File: src/rtl/decode_pkg.sv
// Shared types for the MIPS decode stage: operation enum, encoding constants
// and the decoded-entry record carried through the output queue.
package decode_pkg;

  // Primary opcodes (insn[0:5])
  localparam logic [5:0] OPC_SPECIAL = 6'h00;
  localparam logic [5:0] OPC_REGIMM  = 6'h01;
  localparam logic [5:0] OPC_J       = 6'h02;
  localparam logic [5:0] OPC_BEQ     = 6'h04;
  localparam logic [5:0] OPC_BNE     = 6'h05;
  localparam logic [5:0] OPC_BLEZ    = 6'h06;
  localparam logic [5:0] OPC_BGTZ    = 6'h07;
  localparam logic [5:0] OPC_ADDIU   = 6'h09;
  localparam logic [5:0] OPC_SLTI    = 6'h0A;
  localparam logic [5:0] OPC_ORI     = 6'h0D;
  localparam logic [5:0] OPC_LUI     = 6'h0F;
  localparam logic [5:0] OPC_LW      = 6'h23;
  localparam logic [5:0] OPC_SW      = 6'h2B;

  // SPECIAL funct codes (insn[26:31])
  localparam logic [5:0] FN_SLL  = 6'h00;
  localparam logic [5:0] FN_SRL  = 6'h02;
  localparam logic [5:0] FN_SRA  = 6'h03;
  localparam logic [5:0] FN_ADD  = 6'h20;
  localparam logic [5:0] FN_ADDU = 6'h21;
  localparam logic [5:0] FN_SUB  = 6'h22;
  localparam logic [5:0] FN_SUBU = 6'h23;
  localparam logic [5:0] FN_AND  = 6'h24;
  localparam logic [5:0] FN_OR   = 6'h25;
  localparam logic [5:0] FN_XOR  = 6'h26;
  localparam logic [5:0] FN_NOR  = 6'h27;
  localparam logic [5:0] FN_SLT  = 6'h2A;
  localparam logic [5:0] FN_SLTU = 6'h2B;

  // REGIMM selectors in the rt field
  localparam logic [4:0] RT_BLTZ = 5'd0;
  localparam logic [4:0] RT_BGEZ = 5'd1;

  // OP_NOP is encoded as zero so a cleared entry reads back as a NOP
  typedef enum logic [4:0] {
    OP_NOP, OP_ADD, OP_ADDU, OP_SUB, OP_SUBU, OP_SLT, OP_SLTU,
    OP_SLL, OP_SRL, OP_SRA, OP_AND, OP_OR, OP_XOR, OP_NOR,
    OP_ADDIU, OP_SLTI, OP_LW, OP_SW, OP_LUI, OP_ORI, OP_J,
    OP_BEQ, OP_BNE, OP_BGTZ, OP_BLEZ, OP_BLTZ, OP_BGEZ, OP_ILLEGAL
  } decode_op_t;

  typedef struct packed {
    decode_op_t  op;
    logic [4:0]  rs;
    logic [4:0]  rt;
    logic [4:0]  rd;
    logic [4:0]  shamt;
    logic [4:0]  dest_reg;
    logic        dest_we;
    logic [31:0] imm_ext;
    logic [31:0] target;
    logic [31:0] pc;
    logic        illegal;
  } decode_entry_t;

endpackage

File: src/rtl/decode_if.sv
// Fetch-side and execute-side handshake bundle of the decode stage.
// slave = decode stage view, master = producer/consumer (testbench) view.
interface decode_if;
  import decode_pkg::*;

  logic        in_valid;
  logic        in_ready;
  logic [0:31] insn;       // bit 0 is the MSB
  logic [31:0] pc;
  logic        flush;

  logic        out_valid;
  logic        out_ready;
  decode_op_t  out_op;
  logic [4:0]  out_rs, out_rt, out_rd, out_shamt;
  logic [4:0]  out_dest_reg;
  logic        out_dest_we;
  logic [31:0] out_imm_ext;
  logic [31:0] out_target;
  logic [31:0] out_pc;
  logic        out_illegal;

  modport slave (
    input  in_valid, insn, pc, flush, out_ready,
    output in_ready, out_valid, out_op, out_rs, out_rt, out_rd, out_shamt,
           out_dest_reg, out_dest_we, out_imm_ext, out_target, out_pc, out_illegal
  );

  modport master (
    output in_valid, insn, pc, flush, out_ready,
    input  in_ready, out_valid, out_op, out_rs, out_rt, out_rd, out_shamt,
           out_dest_reg, out_dest_we, out_imm_ext, out_target, out_pc, out_illegal
  );

endinterface

File: src/rtl/decode_fifo.sv
// In-order queue of decoded entries, DEPTH a power of two. Flush empties it
// and overrides push/pop; no push-through when full.
module decode_fifo
  import decode_pkg::*;
#(
  parameter int DEPTH = 2
) (
  input  logic          clock,
  input  logic          reset_n,
  input  logic          flush_i,
  input  logic          push_i,
  input  decode_entry_t push_data_i,
  input  logic          pop_i,
  output decode_entry_t head_o,
  output logic          full_o,
  output logic          empty_o
);
  localparam int PTR_W = $clog2(DEPTH);

  decode_entry_t    mem_q [DEPTH];
  logic [PTR_W-1:0] wr_ptr_q, wr_ptr_d, rd_ptr_q, rd_ptr_d;
  logic [PTR_W:0]   cnt_q, cnt_d;
  logic             do_push, do_pop;

  assign full_o  = (cnt_q == (PTR_W+1)'(DEPTH));
  assign empty_o = (cnt_q == '0);
  assign do_push = push_i && !full_o && !flush_i;
  assign do_pop  = pop_i && !empty_o && !flush_i;
  assign head_o  = mem_q[rd_ptr_q];

  // Next pointer/occupancy; pointers wrap naturally at DEPTH
  always_comb begin
    wr_ptr_d = wr_ptr_q;
    rd_ptr_d = rd_ptr_q;
    cnt_d    = cnt_q;
    if (flush_i) begin
      wr_ptr_d = '0;
      rd_ptr_d = '0;
      cnt_d    = '0;
    end else begin
      if (do_push) wr_ptr_d = wr_ptr_q + PTR_W'(1);
      if (do_pop)  rd_ptr_d = rd_ptr_q + PTR_W'(1);
      if (do_push && !do_pop)      cnt_d = cnt_q + (PTR_W+1)'(1);
      else if (do_pop && !do_push) cnt_d = cnt_q - (PTR_W+1)'(1);
    end
  end

  // Pointer and occupancy registers
  always_ff @(posedge clock or negedge reset_n) begin
    if (!reset_n) begin
      wr_ptr_q <= '0;
      rd_ptr_q <= '0;
      cnt_q    <= '0;
    end else begin
      wr_ptr_q <= wr_ptr_d;
      rd_ptr_q <= rd_ptr_d;
      cnt_q    <= cnt_d;
    end
  end

  // Entry storage; cleared on reset so the idle head reads all-zero
  always_ff @(posedge clock or negedge reset_n) begin
    if (!reset_n) begin
      for (int i = 0; i < DEPTH; i++) mem_q[i] <= '0;
    end else if (do_push) begin
      mem_q[wr_ptr_q] <= push_data_i;
    end
  end

endmodule

File: src/rtl/decode_pipe.sv
// MIPS decode stage: combinational decode of the offered insn, result
// buffered in decode_fifo. Define DECODE_STATS_EN to add the
// insn_count / illegal_count statistics counters and ports.
module decode_pipe
  import decode_pkg::*;
#(
  parameter int DEPTH   = 2,
  parameter int COUNT_W = 32
) (
  input  logic               clock,
  input  logic               reset_n,
`ifdef DECODE_STATS_EN
  output logic [COUNT_W-1:0] insn_count,
  output logic [COUNT_W-1:0] illegal_count,
`endif
  decode_if.slave            bus
);
  if (COUNT_W < 1) begin : g_bad_count_w
    $error("decode_pipe: COUNT_W must be at least 1");
  end
  if (DEPTH < 2 || (DEPTH & (DEPTH - 1)) != 0) begin : g_bad_depth
    $error("decode_pipe: DEPTH must be a power of two >= 2");
  end

  logic [5:0]  opc, fn;
  logic [4:0]  rs, rt, rd, sh;
  logic [15:0] imm;
  logic [25:0] idx;
  logic [31:0] sext, pc4;
  decode_op_t    op;
  decode_entry_t ent, head;
  logic          full, empty, accept;

  assign opc  = bus.insn[0:5];
  assign rs   = bus.insn[6:10];
  assign rt   = bus.insn[11:15];
  assign rd   = bus.insn[16:20];
  assign sh   = bus.insn[21:25];
  assign fn   = bus.insn[26:31];
  assign imm  = bus.insn[16:31];
  assign idx  = bus.insn[6:31];
  assign sext = {{16{imm[15]}}, imm};
  assign pc4  = bus.pc + 32'd4;

  // Opcode/funct to operation; anything unlisted is illegal
  always_comb begin
    op = OP_ILLEGAL;
    case (opc)
      OPC_SPECIAL: begin
        if (bus.insn == '0) op = OP_NOP;
        else begin
          case (fn)
            FN_ADD:  op = OP_ADD;
            FN_ADDU: op = OP_ADDU;
            FN_SUB:  op = OP_SUB;
            FN_SUBU: op = OP_SUBU;
            FN_SLT:  op = OP_SLT;
            FN_SLTU: op = OP_SLTU;
            FN_SLL:  op = OP_SLL;
            FN_SRL:  op = OP_SRL;
            FN_SRA:  op = OP_SRA;
            FN_AND:  op = OP_AND;
            FN_OR:   op = OP_OR;
            FN_XOR:  op = OP_XOR;
            FN_NOR:  op = OP_NOR;
            default: op = OP_ILLEGAL;
          endcase
        end
      end
      OPC_REGIMM: begin
        if (rt == RT_BLTZ)      op = OP_BLTZ;
        else if (rt == RT_BGEZ) op = OP_BGEZ;
      end
      OPC_J:     op = OP_J;
      OPC_BEQ:   op = OP_BEQ;
      OPC_BNE:   op = OP_BNE;
      OPC_BLEZ:  op = OP_BLEZ;
      OPC_BGTZ:  op = OP_BGTZ;
      OPC_ADDIU: op = OP_ADDIU;
      OPC_SLTI:  op = OP_SLTI;
      OPC_ORI:   op = OP_ORI;
      OPC_LUI:   op = OP_LUI;
      OPC_LW:    op = OP_LW;
      OPC_SW:    op = OP_SW;
      default:   op = OP_ILLEGAL;
    endcase
  end

  // Build the queued entry: destination, immediate extension, target
  always_comb begin
    ent          = '0;
    ent.op       = op;
    ent.rs       = rs;
    ent.rt       = rt;
    ent.rd       = rd;
    ent.shamt    = sh;
    ent.pc       = bus.pc;
    ent.illegal  = (op == OP_ILLEGAL);
    ent.imm_ext  = sext;
    case (op)
      OP_ORI: ent.imm_ext = {16'h0000, imm};
      OP_LUI: ent.imm_ext = {imm, 16'h0000};
      default: ;
    endcase
    case (op)
      OP_ADD, OP_ADDU, OP_SUB, OP_SUBU, OP_SLT, OP_SLTU, OP_SLL, OP_SRL,
      OP_SRA, OP_AND, OP_OR, OP_XOR, OP_NOR: begin
        ent.dest_reg = rd;
        ent.dest_we  = 1'b1;
      end
      OP_ADDIU, OP_SLTI, OP_LW, OP_LUI, OP_ORI: begin
        ent.dest_reg = rt;
        ent.dest_we  = 1'b1;
      end
      OP_BEQ, OP_BNE, OP_BGTZ, OP_BLEZ, OP_BLTZ, OP_BGEZ:
        ent.target = pc4 + {sext[29:0], 2'b00};
      OP_J:
        ent.target = {pc4[31:28], idx, 2'b00};
      default: ;
    endcase
  end

  assign accept       = bus.in_valid && !full && !bus.flush;
  assign bus.in_ready = !full;
  assign bus.out_valid = !empty;

  decode_fifo #(.DEPTH(DEPTH)) u_fifo (
    .clock       (clock),
    .reset_n     (reset_n),
    .flush_i     (bus.flush),
    .push_i      (bus.in_valid),
    .push_data_i (ent),
    .pop_i       (bus.out_ready),
    .head_o      (head),
    .full_o      (full),
    .empty_o     (empty)
  );

  assign bus.out_op       = head.op;
  assign bus.out_rs       = head.rs;
  assign bus.out_rt       = head.rt;
  assign bus.out_rd       = head.rd;
  assign bus.out_shamt    = head.shamt;
  assign bus.out_dest_reg = head.dest_reg;
  assign bus.out_dest_we  = head.dest_we;
  assign bus.out_imm_ext  = head.imm_ext;
  assign bus.out_target   = head.target;
  assign bus.out_pc       = head.pc;
  assign bus.out_illegal  = head.illegal;

`ifdef DECODE_STATS_EN
  logic [COUNT_W-1:0] insn_cnt_q, ill_cnt_q;

  // Statistics: count accepted and accepted-illegal insns; only reset clears
  always_ff @(posedge clock or negedge reset_n) begin
    if (!reset_n) begin
      insn_cnt_q <= '0;
      ill_cnt_q  <= '0;
    end else if (accept) begin
      insn_cnt_q <= insn_cnt_q + COUNT_W'(1);
      if (ent.illegal) ill_cnt_q <= ill_cnt_q + COUNT_W'(1);
    end
  end

  assign insn_count    = insn_cnt_q;
  assign illegal_count = ill_cnt_q;
`endif

endmodule

File: src/flat_wrapper.sv
// flat-port wrapper written by rule: the top's interface ports become plain ports
module decode_pipe_flat import decode_pkg::*;
#(
  parameter int DEPTH   = 2,
  parameter int COUNT_W = 32
)
  (clock, reset_n, bus_in_valid, bus_insn, bus_pc, bus_flush, bus_out_ready, bus_in_ready, bus_out_valid, bus_out_op, bus_out_rs, bus_out_rt, bus_out_rd, bus_out_shamt, bus_out_dest_reg, bus_out_dest_we, bus_out_imm_ext, bus_out_target, bus_out_pc, bus_out_illegal);
  decode_if bus_i ();
  input  logic clock;
  input  logic reset_n;
  input wire logic [$bits(bus_i.in_valid)-1:0] bus_in_valid;
  input wire logic [$bits(bus_i.insn)-1:0] bus_insn;
  input wire logic [$bits(bus_i.pc)-1:0] bus_pc;
  input wire logic [$bits(bus_i.flush)-1:0] bus_flush;
  input wire logic [$bits(bus_i.out_ready)-1:0] bus_out_ready;
  output wire logic [$bits(bus_i.in_ready)-1:0] bus_in_ready;
  output wire logic [$bits(bus_i.out_valid)-1:0] bus_out_valid;
  output wire logic [$bits(bus_i.out_op)-1:0] bus_out_op;
  output wire logic [$bits(bus_i.out_rs)-1:0] bus_out_rs;
  output wire logic [$bits(bus_i.out_rt)-1:0] bus_out_rt;
  output wire logic [$bits(bus_i.out_rd)-1:0] bus_out_rd;
  output wire logic [$bits(bus_i.out_shamt)-1:0] bus_out_shamt;
  output wire logic [$bits(bus_i.out_dest_reg)-1:0] bus_out_dest_reg;
  output wire logic [$bits(bus_i.out_dest_we)-1:0] bus_out_dest_we;
  output wire logic [$bits(bus_i.out_imm_ext)-1:0] bus_out_imm_ext;
  output wire logic [$bits(bus_i.out_target)-1:0] bus_out_target;
  output wire logic [$bits(bus_i.out_pc)-1:0] bus_out_pc;
  output wire logic [$bits(bus_i.out_illegal)-1:0] bus_out_illegal;
  assign bus_i.in_valid = bus_in_valid;
  assign bus_i.insn = bus_insn;
  assign bus_i.pc = bus_pc;
  assign bus_i.flush = bus_flush;
  assign bus_i.out_ready = bus_out_ready;
  assign bus_in_ready = bus_i.in_ready;
  assign bus_out_valid = bus_i.out_valid;
  assign bus_out_op = bus_i.out_op;
  assign bus_out_rs = bus_i.out_rs;
  assign bus_out_rt = bus_i.out_rt;
  assign bus_out_rd = bus_i.out_rd;
  assign bus_out_shamt = bus_i.out_shamt;
  assign bus_out_dest_reg = bus_i.out_dest_reg;
  assign bus_out_dest_we = bus_i.out_dest_we;
  assign bus_out_imm_ext = bus_i.out_imm_ext;
  assign bus_out_target = bus_i.out_target;
  assign bus_out_pc = bus_i.out_pc;
  assign bus_out_illegal = bus_i.out_illegal;
  decode_pipe #(.DEPTH(DEPTH), .COUNT_W(COUNT_W)) u_core (.clock(clock), .reset_n(reset_n), .bus(bus_i));
endmodule
File: config.mk
export PLATFORM = sky130hd
export DESIGN_NAME = decode_pipe_flat
export DESIGN_NICKNAME = d
export VERILOG_FILES = /design/src/rtl/decode_pkg.sv /design/src/rtl/decode_if.sv /design/src/rtl/decode_fifo.sv /design/src/rtl/decode_pipe.sv /design/src/flat_wrapper.sv
export SDC_FILE = /design/constraint.sdc
export NUM_CORES = 1
export LEC_CHECK = 0
export CELL_PAD_IN_SITES_DETAIL_PLACEMENT = 1
export CELL_PAD_IN_SITES_GLOBAL_PLACEMENT = 2
export CORE_ASPECT_RATIO = 1.2
export CORE_MARGIN = 2
export CORE_UTILIZATION = 34
export CTS_CLUSTER_DIAMETER = 50
export DETAILED_ROUTE_END_ITERATION = 8
export HOLD_SLACK_MARGIN = 0.03
export MAX_ROUTING_LAYER = met4
export PLACE_DENSITY = 0.82
export SLEW_MARGIN = 20
export SYNTH_ARGS = -nofsm -noshare
export SYNTH_HDL_FRONTEND = slang
export SYNTH_SLANG_ARGS = --single-unit
File: constraint.sdc
create_clock -name clock -period 2.6 [get_ports clock]
set_input_delay 0.52 -clock clock [delete_from_list [all_inputs] [get_ports clock]]
set_output_delay 0.52 -clock clock [all_outputs]
set_load 0.01 [all_outputs]
==> results.cfg, run 1 <==
[layout]
drive_gt1_frac = 0.402
final_common_cell = nand2_1
syn2layout_area_growth_pct = 58.3
final-instance-count-excl-fill = 2671
nets = 2200
mostFrequentLayoutCells = nand2_1, buf_4, dfrtp_1
finish.utilization = 0.544
fillCellCount = 4576

[sta]
fin_ws_ps = -773
max_slew.worst_pin.slew_ps = 569
fin_skew_ps = 26.4
max_freq_mhz = 296
finalMaxSlewViolations = 0
fin_crit_ps = 3370
hold_violations = 0
rsz0062_at_grt = true
setup-violations-final = 91
period_share = 1.30
hold_ws_ps = 314
max_slew_margin = 0.621

[yosys]
synth-simple-area-share = 0.194
ys_warn_count = 0
synth-seq-area-share = 0.456
synth_xor_area_frac = 0.0323
yosysUniqueCellTypes = 68
synth_edf_count = 0
syn_nets = 1694
syn_avg_cell_area_um2 = 8.97
muxShareOfSynthArea = 0.117
async_reset_ff_frac = 1.00
synth_top_family_by_area = simple AND/OR/NAND/NOR gates
synth_seq_cells = 260
syn_area_um2 = 14300
synth_compound_area_frac = 0.136
ys_dominant_reg_cell = dfrtp_1
synth_fa_ha_area_frac = 0.0312
netlist_instances = 1590

[floorplan]
dieWidth_um = 191
io_pins = 199
rows = 82
core_area_um2 = 41600
dieArea_um2 = 43600
die_h_um = 228
initial_core_util = 0.343

[critical_path]
cp_common_cell = nand4_1
cp.required_ps = 3030
crit_path_max_incr_delay_ps = 380
start_kind = input port
path_cells = clkdlybuf4s15_1 -> nand4_1 -> buf_6 -> nor2_2 -> xor2_1 -> ha_1 -> a21o_1 -> a221oi_4 -> o311a_1 -> nand4_1 -> a31oi_1 -> mux2i_1 -> a32o_2 -> mux2_4
crit_type = in2reg
cp_num_buf_inv = 2
cp.arrival_ps = 3800
path_max_fanout = 5
cp-end-kind = flip-flop
slowest_stage = a31oi_1
path_delay_family = compound AO/OA/AOI/OAI gates

[clocking]
htree_levels = 2
clock_latency_ps = 560
cts_root_buf = clkbuf_16
cts_tree = yes
cts_buffers = 37
cts_buffer_depth = 3
cts_sinks = 260
clk_pin_slew_ps = 60

[hold_path]
hp-class = in2reg

[placed_design]
gp_congestion = 0.858
port_buffers = 198
place_inst = 2501
place_ws_ps = -1680
hpwl_mm = 37.9

[detailed_routing]
vias = 14300
drt_iter0_drc = 572
firstDrtPassIters = 6
drt_wl_total_mm = 60.1
routedWlPerCell_um = 22.5
drc = 0
drtAntennaViolNets = 0
viasPerCell = 5.35

[global_route]
grt_overflow = 0
grt_max_degree = 61
grt_pass1_wl_mm = 87.4
grt_usage = 0.268
grt_pass1_vias = 15300
antenna_found_initial = 3

[power]
power_mw = 15.1
power.density_nw_per_um2 = 667
peakVddDrop_mv = 0.458
p_leak_nw = 11.0

[outcome]
status = complete, but fails checks
violations = setup timing

[flow_run]
drv_cap = 0
[cells by family (layout without fill, tap and decap cells)]
family,count (synthesis),count (layout)
AO/OA/AOI/OAI,323,324
XOR/XNOR,51,51
adder cells (fa/ha/maj),35,35
buffers and inverters,119,650
flip-flops,260,260
multiplexers,149,149
other,0,2
AND/OR/NAND/NOR,653,654
[metal layers]
metal  wire length [µm]  global-route usage  vias to the layer above
li1                   -                   -                     6517
met1              23200               0.307                     7217
met2              31100               0.460                      384
met3               2610              0.0352                      169
met4               3160               0.130                        0
met5                  0                   -                        -
[power by group]
part           switching (mW)  internal [mW]  leakage, nW
Combinational            2.38           2.22         7.03
Sequential              0.458           4.91         3.33
Clock                    2.03           3.07        0.612
Total                    4.87           10.2         11.0
[sequential cells by signal (all words and copies together) (netlist names)]
| name | flops |
|---|---|
| u_core.u_fifo.cnt_q | 2 |
| u_core.u_fifo.wr_ptr_q | 1 |
| u_core.u_fifo.mem_q | 256 |
| u_core.u_fifo.rd_ptr_q | 1 |
[per-stage QoR]
| step | setup TNS [ps] | cell area (µm²) |
|---|---|---|
| 5_1_grt | -31610 | 22600 |
| 4_1_cts | -24490 | 22000 |
| 6_report | -23430 | 22600 |
| 3_5_place_dp | -204270 | 19200 |
| 2_1_floorplan | -45760 | 14800 |
| 3_3_place_gp | -202860 | 19200 |
[path summary, 6_finish.rpt]
kind / start / endpoint / slack (ps) / cells past startpoint
setup / recovery: bus_pc[8] / u_core.u_fifo.mem_q[63] / -770 / 14
hold / removal: bus_pc[12] / u_core.u_fifo.mem_q[13] / 310 / 4
setup reg to reg: u_core.u_fifo.cnt_q[0] / u_core.u_fifo.mem_q[52] / 590 / 7
hold reg to reg: u_core.u_fifo.mem_q[2] / u_core.u_fifo.mem_q[2] / 470 / 2
max in group asynchronous: reset_n / u_core.u_fifo.mem_q[3] / 1300 / 3
min in group asynchronous: reset_n / u_core.u_fifo.mem_q[162] / 550 / 2
[layout make-up]
| cell class | instances | area (µm²) | area share |
|---|---|---|---|
| Clock inverter | 20 | 249 | 0.0110 |
| Sequential cell | 260 | 6510 | 0.288 |
| Inverter | 21 | 83.8 | 0.00371 |
| Tap cell | 546 | 683 | 0.0302 |
| Clock buffer | 46 | 990 | 0.0438 |
| Timing Repair Buffer | 563 | 5170 | 0.229 |
| Antenna cell | 2 | 5.00 | 0.000222 |
| Multi-Input combinational cell | 1213 | 8890 | 0.394 |
[synth_stat cells (16+ instances only)]
master / instances / area share
a21oi_1: 48 / 0.017
a22oi_1: 26 / 0.014
clkbuf_1: 80 / 0.021
dfrtp_1: 260 / 0.46
ha_1: 34 / 0.030
inv_1: 21 / 0.0055
mux2_2: 142 / 0.11
nand2_1: 492 / 0.13
nand3_1: 17 / 0.0060
nor2_1: 38 / 0.010
nor3_1: 16 / 0.0056
o21ai_0: 133 / 0.047
o21ai_1: 28 / 0.0098
xnor2_1: 32 / 0.020
xor2_1: 18 / 0.011
[worst register-to-register path, cell delays in order, from the launching register on]
cell	delay [ps]
dfrtp_1	400
nand2b_1	190
nand2_1	150
nor2_1	250
nand2_4	260
buf_4	300
a2bb2oi_1	250
o31ai_4	110
[what timing repair did]
| action | CTS | global route |
|---|---|---|
| endpoints found under the setup margin | 274 | 220 |
| endpoints found under the hold margin | 54 | 0 |
| hold buffers | 1 | 0 |
| gates cloned | 8 | 2 |
| resized for setup | 475 | 168 |
| buffers inserted | 74 | 27 |
| pin swaps | 141 | 86 |
(Power assumes the default switching activity.)
==> inputs of run 2 (changes only) <==
Settings changed: GPL_TIMING_DRIVEN set to 0.
==> run 2 against run 1 <==
  * The run still ends with setup timing left
  * Critical path type unchanged
  * Worst hold slack worse by 130 ps
  * Critical endpoint is now u_core.u_fifo.mem_q[190]
  * Fmax up 1.8%
  * Global-route usage up 1.0 points
==> results.cfg, run 2 (same netlist as run 1, synthesis figures left out) <==
[global_route]
grt_overflow = 0
grt_usage = 0.278
grt_pass1_vias = 14800
grt_pass1_wl_mm = 89.3
antenna_found_initial = 1
grt_max_degree = 77

[floorplan]
rows = 82
dieWidth_um = 191
core_area_um2 = 41600
initial_core_util = 0.343
dieArea_um2 = 43600
die_h_um = 228
io_pins = 199

[power]
p_leak_nw = 9.96
peakVddDrop_mv = 0.468
power.density_nw_per_um2 = 697
power_mw = 15.1

[placed_design]
port_buffers = 194
place_ws_ps = -2410
hpwl_mm = 38.8
gp_congestion = 0.869

[clocking]
cts_sinks = 260
htree_levels = 2
clk_pin_slew_ps = 60
cts_root_buf = clkbuf_16
clock_latency_ps = 540
cts_buffer_depth = 3
cts_tree = yes
cts_buffers = 38

[layout]
antenna_cells = 0
regMostFlops = u_core.u_fifo.mem_q
fillCellCount = 4544
largest_register_ffs = 256
syn2layout_area_growth_pct = 51.7
mostFrequentLayoutCells = nand2_1, dfrtp_1, mux2_2
finish.utilization = 0.521
drive_gt1_frac = 0.397
nets = 2073
reg.largest.list = u_core.u_fifo.mem_q: 256 flops, u_core.u_fifo.cnt_q: 2 flops
final_common_cell = nand2_1

[detailed_routing]
vias = 13700
routedWlPerCell_um = 23.7
drt_iter0_drc = 652
drtAntennaViolNets = 0
drc = 0
drt_wl_total_mm = 60.1
viasPerCell = 5.40
firstDrtPassIters = 4

[flow_run]
drv_cap = 0

[sta]
max_slew_margin = 0.384
max_slew.worst_pin.slew_ps = 924
hold_ws_ps = 189
fin_skew_ps = 9.76
rsz0062_at_grt = true
fin_crit_ps = 3310
max_freq_mhz = 302
hold_violations = 0
period_share = 1.27
setup-violations-final = 213
finalMaxSlewViolations = 0
fin_ws_ps = -713

[critical_path]
reg2regPathDepth = 8
start_kind = input port
cp.required_ps = 2980
slowest_stage = nor4_4
path_cells = buf_8 -> ha_4 -> and3_4 -> nand3_4 -> nor2_4 -> nand4_1 -> xnor2_2 -> ha_4 -> inv_4 -> nor4_4 -> a211oi_4 -> buf_4 -> o31ai_4 -> a31oi_4 -> mux2i_1 -> a31oi_2 -> o21ai_1
cp-end-kind = flip-flop
path_delay_family = compound AO/OA/AOI/OAI gates
path_max_fanout = 4
cp_num_buf_inv = 3
crit_type = in2reg
cp.arrival_ps = 3690
cp_common_cell = ha_4
cp.depth = 17
crit_path_max_incr_delay_ps = 390

[outcome]
violations = setup timing
status = complete, but fails checks

[hold_path]
hp-class = in2reg
hold-path-cell-count = 3
## run 2: changes by cell type in the layout (fill, tap and decap cells not counted), moves of 12 or more
| cell | before | now |
|---|---|---|
| buf_4 | 290 | 93 |
| buf_2 | 13 | 69 |
| dlygate4sd2_1 | 76 | 24 |
| dlymetal6s2s_1 | 32 | 0 |
| buf_6 | 48 | 79 |
| clkbuf_1 | 6 | 35 |
| clkbuf_16 | 39 | 58 |
| clkdlybuf4s15_1 | 27 | 8 |
| mux2_2 | 128 | 110 |
| mux2_4 | 14 | 32 |
| clkbuf_2 | 21 | 33 |
## run 2: repair_timing
item | in CTS | in global routing
cloned | 14 | 0
setup endpoints to repair | 384 | 328
pin swaps | 110 | 95
resized for setup | 956 | 162
hold buffers | 1 | 0
hold endpoints to repair | 75 | 0
setup buffers | 103 | 34
## run 2: worst paths after layout
path | end | slack (ps) | startpoint
max | u_core.u_fifo.mem_q[190] | -710 | bus_pc[2]
min | u_core.u_fifo.mem_q[141] | 190 | bus_pc[12]
max reg2reg | u_core.u_fifo.mem_q[185] | -280 | u_core.u_fifo.cnt_q[0]
min reg2reg | u_core.u_fifo.mem_q[22] | 470 | u_core.u_fifo.mem_q[22]
max in group asynchronous | u_core.u_fifo.mem_q[116] | 600 | reset_n
min in group asynchronous | u_core.u_fifo.mem_q[162] | 530 | reset_n
## run 2: final cells by class
cell class | instances | area [µm²] | share of cell area
sequential | 260 | 6510 | 0.301
timing repair buffer | 346 | 3300 | 0.152
multi-input combinational | 1211 | 8910 | 0.412
clock buffer | 50 | 1120 | 0.0517
inverter | 21 | 87.6 | 0.00405
tap | 546 | 683 | 0.0316
clock inverter | 16 | 151 | 0.00699
buffer | 91 | 890 | 0.0411
## run 2: per-stage QoR
stage | setup TNS, ps | instance area, µm² | cells
after floorplan | -45760 | 14800 | 1590
after global placement | -3174030 | 17400 | 2330
after detailed placement | -436190 | 17500 | 2334
after CTS | -45840 | 20900 | 2510
after global routing | -61310 | 21600 | 2541
final | -45430 | 21600 | 2541
## run 2: worst reg2reg max path, stage by stage (launching register included)
cell and delay (ps):
dfrtp_1 420, nand2b_1 200, nand2_1 290, or3_1 160, clkbuf_1 390, clkbuf_2 370, clkbuf_1 630, nand2_1 190
o21ai_1 140
## run 2: where the power goes
group | switching, mW | internal, mW
registers | 0.467 | 4.91
clock network | 2.07 | 3.17
logic | 2.36 | 2.12
total | 4.89 | 10.2
## run 2: routing by layer
layer / vias to the layer above / part of all wire / GRT usage
met5: - / 0 / -
met4: 0 / 0.051 / 0.128
met3: 140 / 0.040 / 0.0321
met2: 388 / 0.51 / 0.475
met1: 6955 / 0.40 / 0.326
li1: 6248 / - / -
==> inputs of run 3 (changes only) <==
Settings changed: RECOVER_POWER set to 50.
==> run 3 against run 2 <==
  * The flow finishes with violations (capacitance limit, slew limit, setup timing)
  * Register-to-register slack improved by 20 ps
  * First-iteration DRC count is 0.31% lower
  * Utilization is essentially flat
  * Sequential share of layout area hardly changed
  * Fmax fell by 0.27%
  * Clock power hardly changed
  * Critical path depth did not move
  * Final cell count stayed put
==> results.cfg, run 3 (same netlist as run 1, synthesis figures left out) <==
[critical_path]
r2r-end = u_core.u_fifo.mem_q[185]
cp_common_cell = ha_4
reg2regPathDepth = 8
rrSetupSlack_ps = -260
cp.required_ps = 2980
path_max_fanout = 4
crit_path_max_incr_delay_ps = 390
path_cells = buf_8 -> ha_4 -> and3_4 -> nand3_4 -> nor2_4 -> nand4_1 -> xnor2_2 -> ha_4 -> inv_4 -> nor4_4 -> a211oi_4 -> buf_4 -> o31ai_4 -> a31oi_4 -> mux2i_1 -> a31oi_2 -> o21ai_1
regToRegStartpoint = u_core.u_fifo.cnt_q[0]
slowest_stage = nor4_4
start_kind = input port
crit_type = in2reg
cp.arrival_ps = 3700
cp-end-kind = flip-flop

[sta]
rsz0062_at_grt = true
fin_skew_ps = 8.59
setup-violations-final = 325
hold_violations = 0
finalMaxSlewViolations = 76
fin_crit_ps = 3320
fin_ws_ps = -722
max_freq_mhz = 301
hold_ws_ps = 190
tns_ps = -62290
period_share = 1.28
max_slew.worst_pin.slew_ps = 2060
max_slew_margin = -0.372

[layout]
nets = 2073
final_common_cell = nand2_1
drive_gt1_frac = 0.397
syn2layout_area_growth_pct = 51.7
antenna_cells = 0
regMostFlops = u_core.u_fifo.mem_q
fillCellCount = 4545
reg.largest.list = u_core.u_fifo.mem_q: 256 flops, u_core.u_fifo.cnt_q: 2 flops
mostFrequentLayoutCells = nand2_1, dfrtp_1, mux2_2
stdcell_area_um2 = 21600
final-instance-count-excl-fill = 2541
finish.utilization = 0.521
largest_register_ffs = 256

[global_route]
grt_overflow = 0
grt_usage = 0.278
grt_pass1_vias = 14800
grt_max_degree = 77
antenna_found_initial = 1
grt_pass1_wl_mm = 89.3

[power]
pwr-share-comb = 0.296
peakVddDrop_mv = 0.468
clkPwrFrac = 0.347
p_int_mw = 10.2
power_frac_seq = 0.356
power_mw = 15.1
p_switching_mw = 4.89
switching_share = 0.324
p_leak_nw = 9.96
power.density_nw_per_um2 = 697

[detailed_routing]
drc = 0
drtAntennaViolNets = 0
routedWlPerCell_um = 23.6
vias = 13800
firstDrtPassIters = 4
drt_wl_total_mm = 60.1
viasPerCell = 5.41
drt_iter0_drc = 650

[clocking]
cts_buffer_depth = 3
clock_latency_ps = 530
cts_buffers = 38
htree_levels = 2
cts_root_buf = clkbuf_16
clk_pin_slew_ps = 60
cts_sinks = 260
cts_tree = yes

[floorplan]
rows = 82
die_h_um = 228
dieArea_um2 = 43600
core_area_um2 = 41600
io_pins = 199
dieWidth_um = 191
initial_core_util = 0.343

[placed_design]
place_ws_ps = -2410
place_inst = 2334
port_buffers = 194
hpwl_mm = 38.8
gp_congestion = 0.869
dpl_cell_area_um2 = 17500

[hold_path]
hold_start = bus_pc[12]
hold-path-cell-count = 3
hp-class = in2reg
holdPathEnd = u_core.u_fifo.mem_q[141]

[outcome]
violations = capacitance limit, slew limit, setup timing
status = complete, but fails checks

[flow_run]
drv_cap = 1
==> run 3: changes by cell type in the layout (fill, tap and decap cells not counted) <==
cell / change
buf_8: -1
clkbuf_2: +1
clkdlybuf4s50_1: -1
dlygate4sd3_1: +1
==> run 3: power by group through the flow <==
stage	registers [mW]	clock network, mW	logic [mW]
finish	5.38	5.23	4.47
global route	5.48	5.46	4.84
CTS	5.34	5.31	4.25
detailed placement	5.40	0	3.89
global placement	5.36	0	3.80
floorplan	5.26	0	2.17
==> run 3: per-layer routing <==
metal / GRT usage / wire length (µm)
met1: 0.326 / 23500
met4: 0.128 / 2970
met3: 0.0321 / 2580
met5: - / 0
met2: 0.475 / 31000
==> run 3: worst max-delay path by stage <==
stage	startpoint	endpoint	slack (ps)	cells past startpoint
2_1_floorplan	bus_pc[9]	u_core.u_fifo.mem_q[63]	-940	15
3_3_place_gp	reset_n	u_core.u_fifo.mem_q[238]	-10480	1
3_5_place_dp	bus_pc[6]	u_core.u_fifo.mem_q[63]	-2410	15
4_1_cts	bus_pc[3]	u_core.u_fifo.mem_q[64]	-580	17
5_1_grt	bus_pc[2]	u_core.u_fifo.mem_q[187]	-850	18
6_report	bus_pc[2]	u_core.u_fifo.mem_q[190]	-720	17
==> run 3: area by class of cell <==
type / count / area [µm²] / area share
Sequential cell: 260 / 6510 / 0.301
Multi-Input combinational cell: 1211 / 8910 / 0.412
Inverter: 21 / 87.6 / 0.00405
Tap cell: 546 / 683 / 0.0316
Clock inverter: 16 / 151 / 0.00700
Timing Repair Buffer: 346 / 3290 / 0.152
Clock buffer: 50 / 1120 / 0.0518
Buffer: 91 / 890 / 0.0411
==> run 3: what timing repair did <==
| action | CTS | global route |
|---|---|---|
| pin swaps | 110 | 95 |
| endpoints found under the setup margin | 384 | 328 |
| cloned | 14 | 0 |
| hold buffers | 1 | 0 |
| buffers inserted | 103 | 34 |
| resized for setup | 956 | 162 |
| hold endpoints to repair | 75 | 0 |
==> run 3: critical path, delay by kind of cell <==
kind / cells / cell delay [ps]
adders and majority gates: 2 / 450
xor gates and xnor gates: 1 / 220
and+or+nand+nor: 5 / 1000
buffers and inverters: 3 / 330
AOI/OAI and AO/OA: 5 / 1020
muxes: 1 / 160
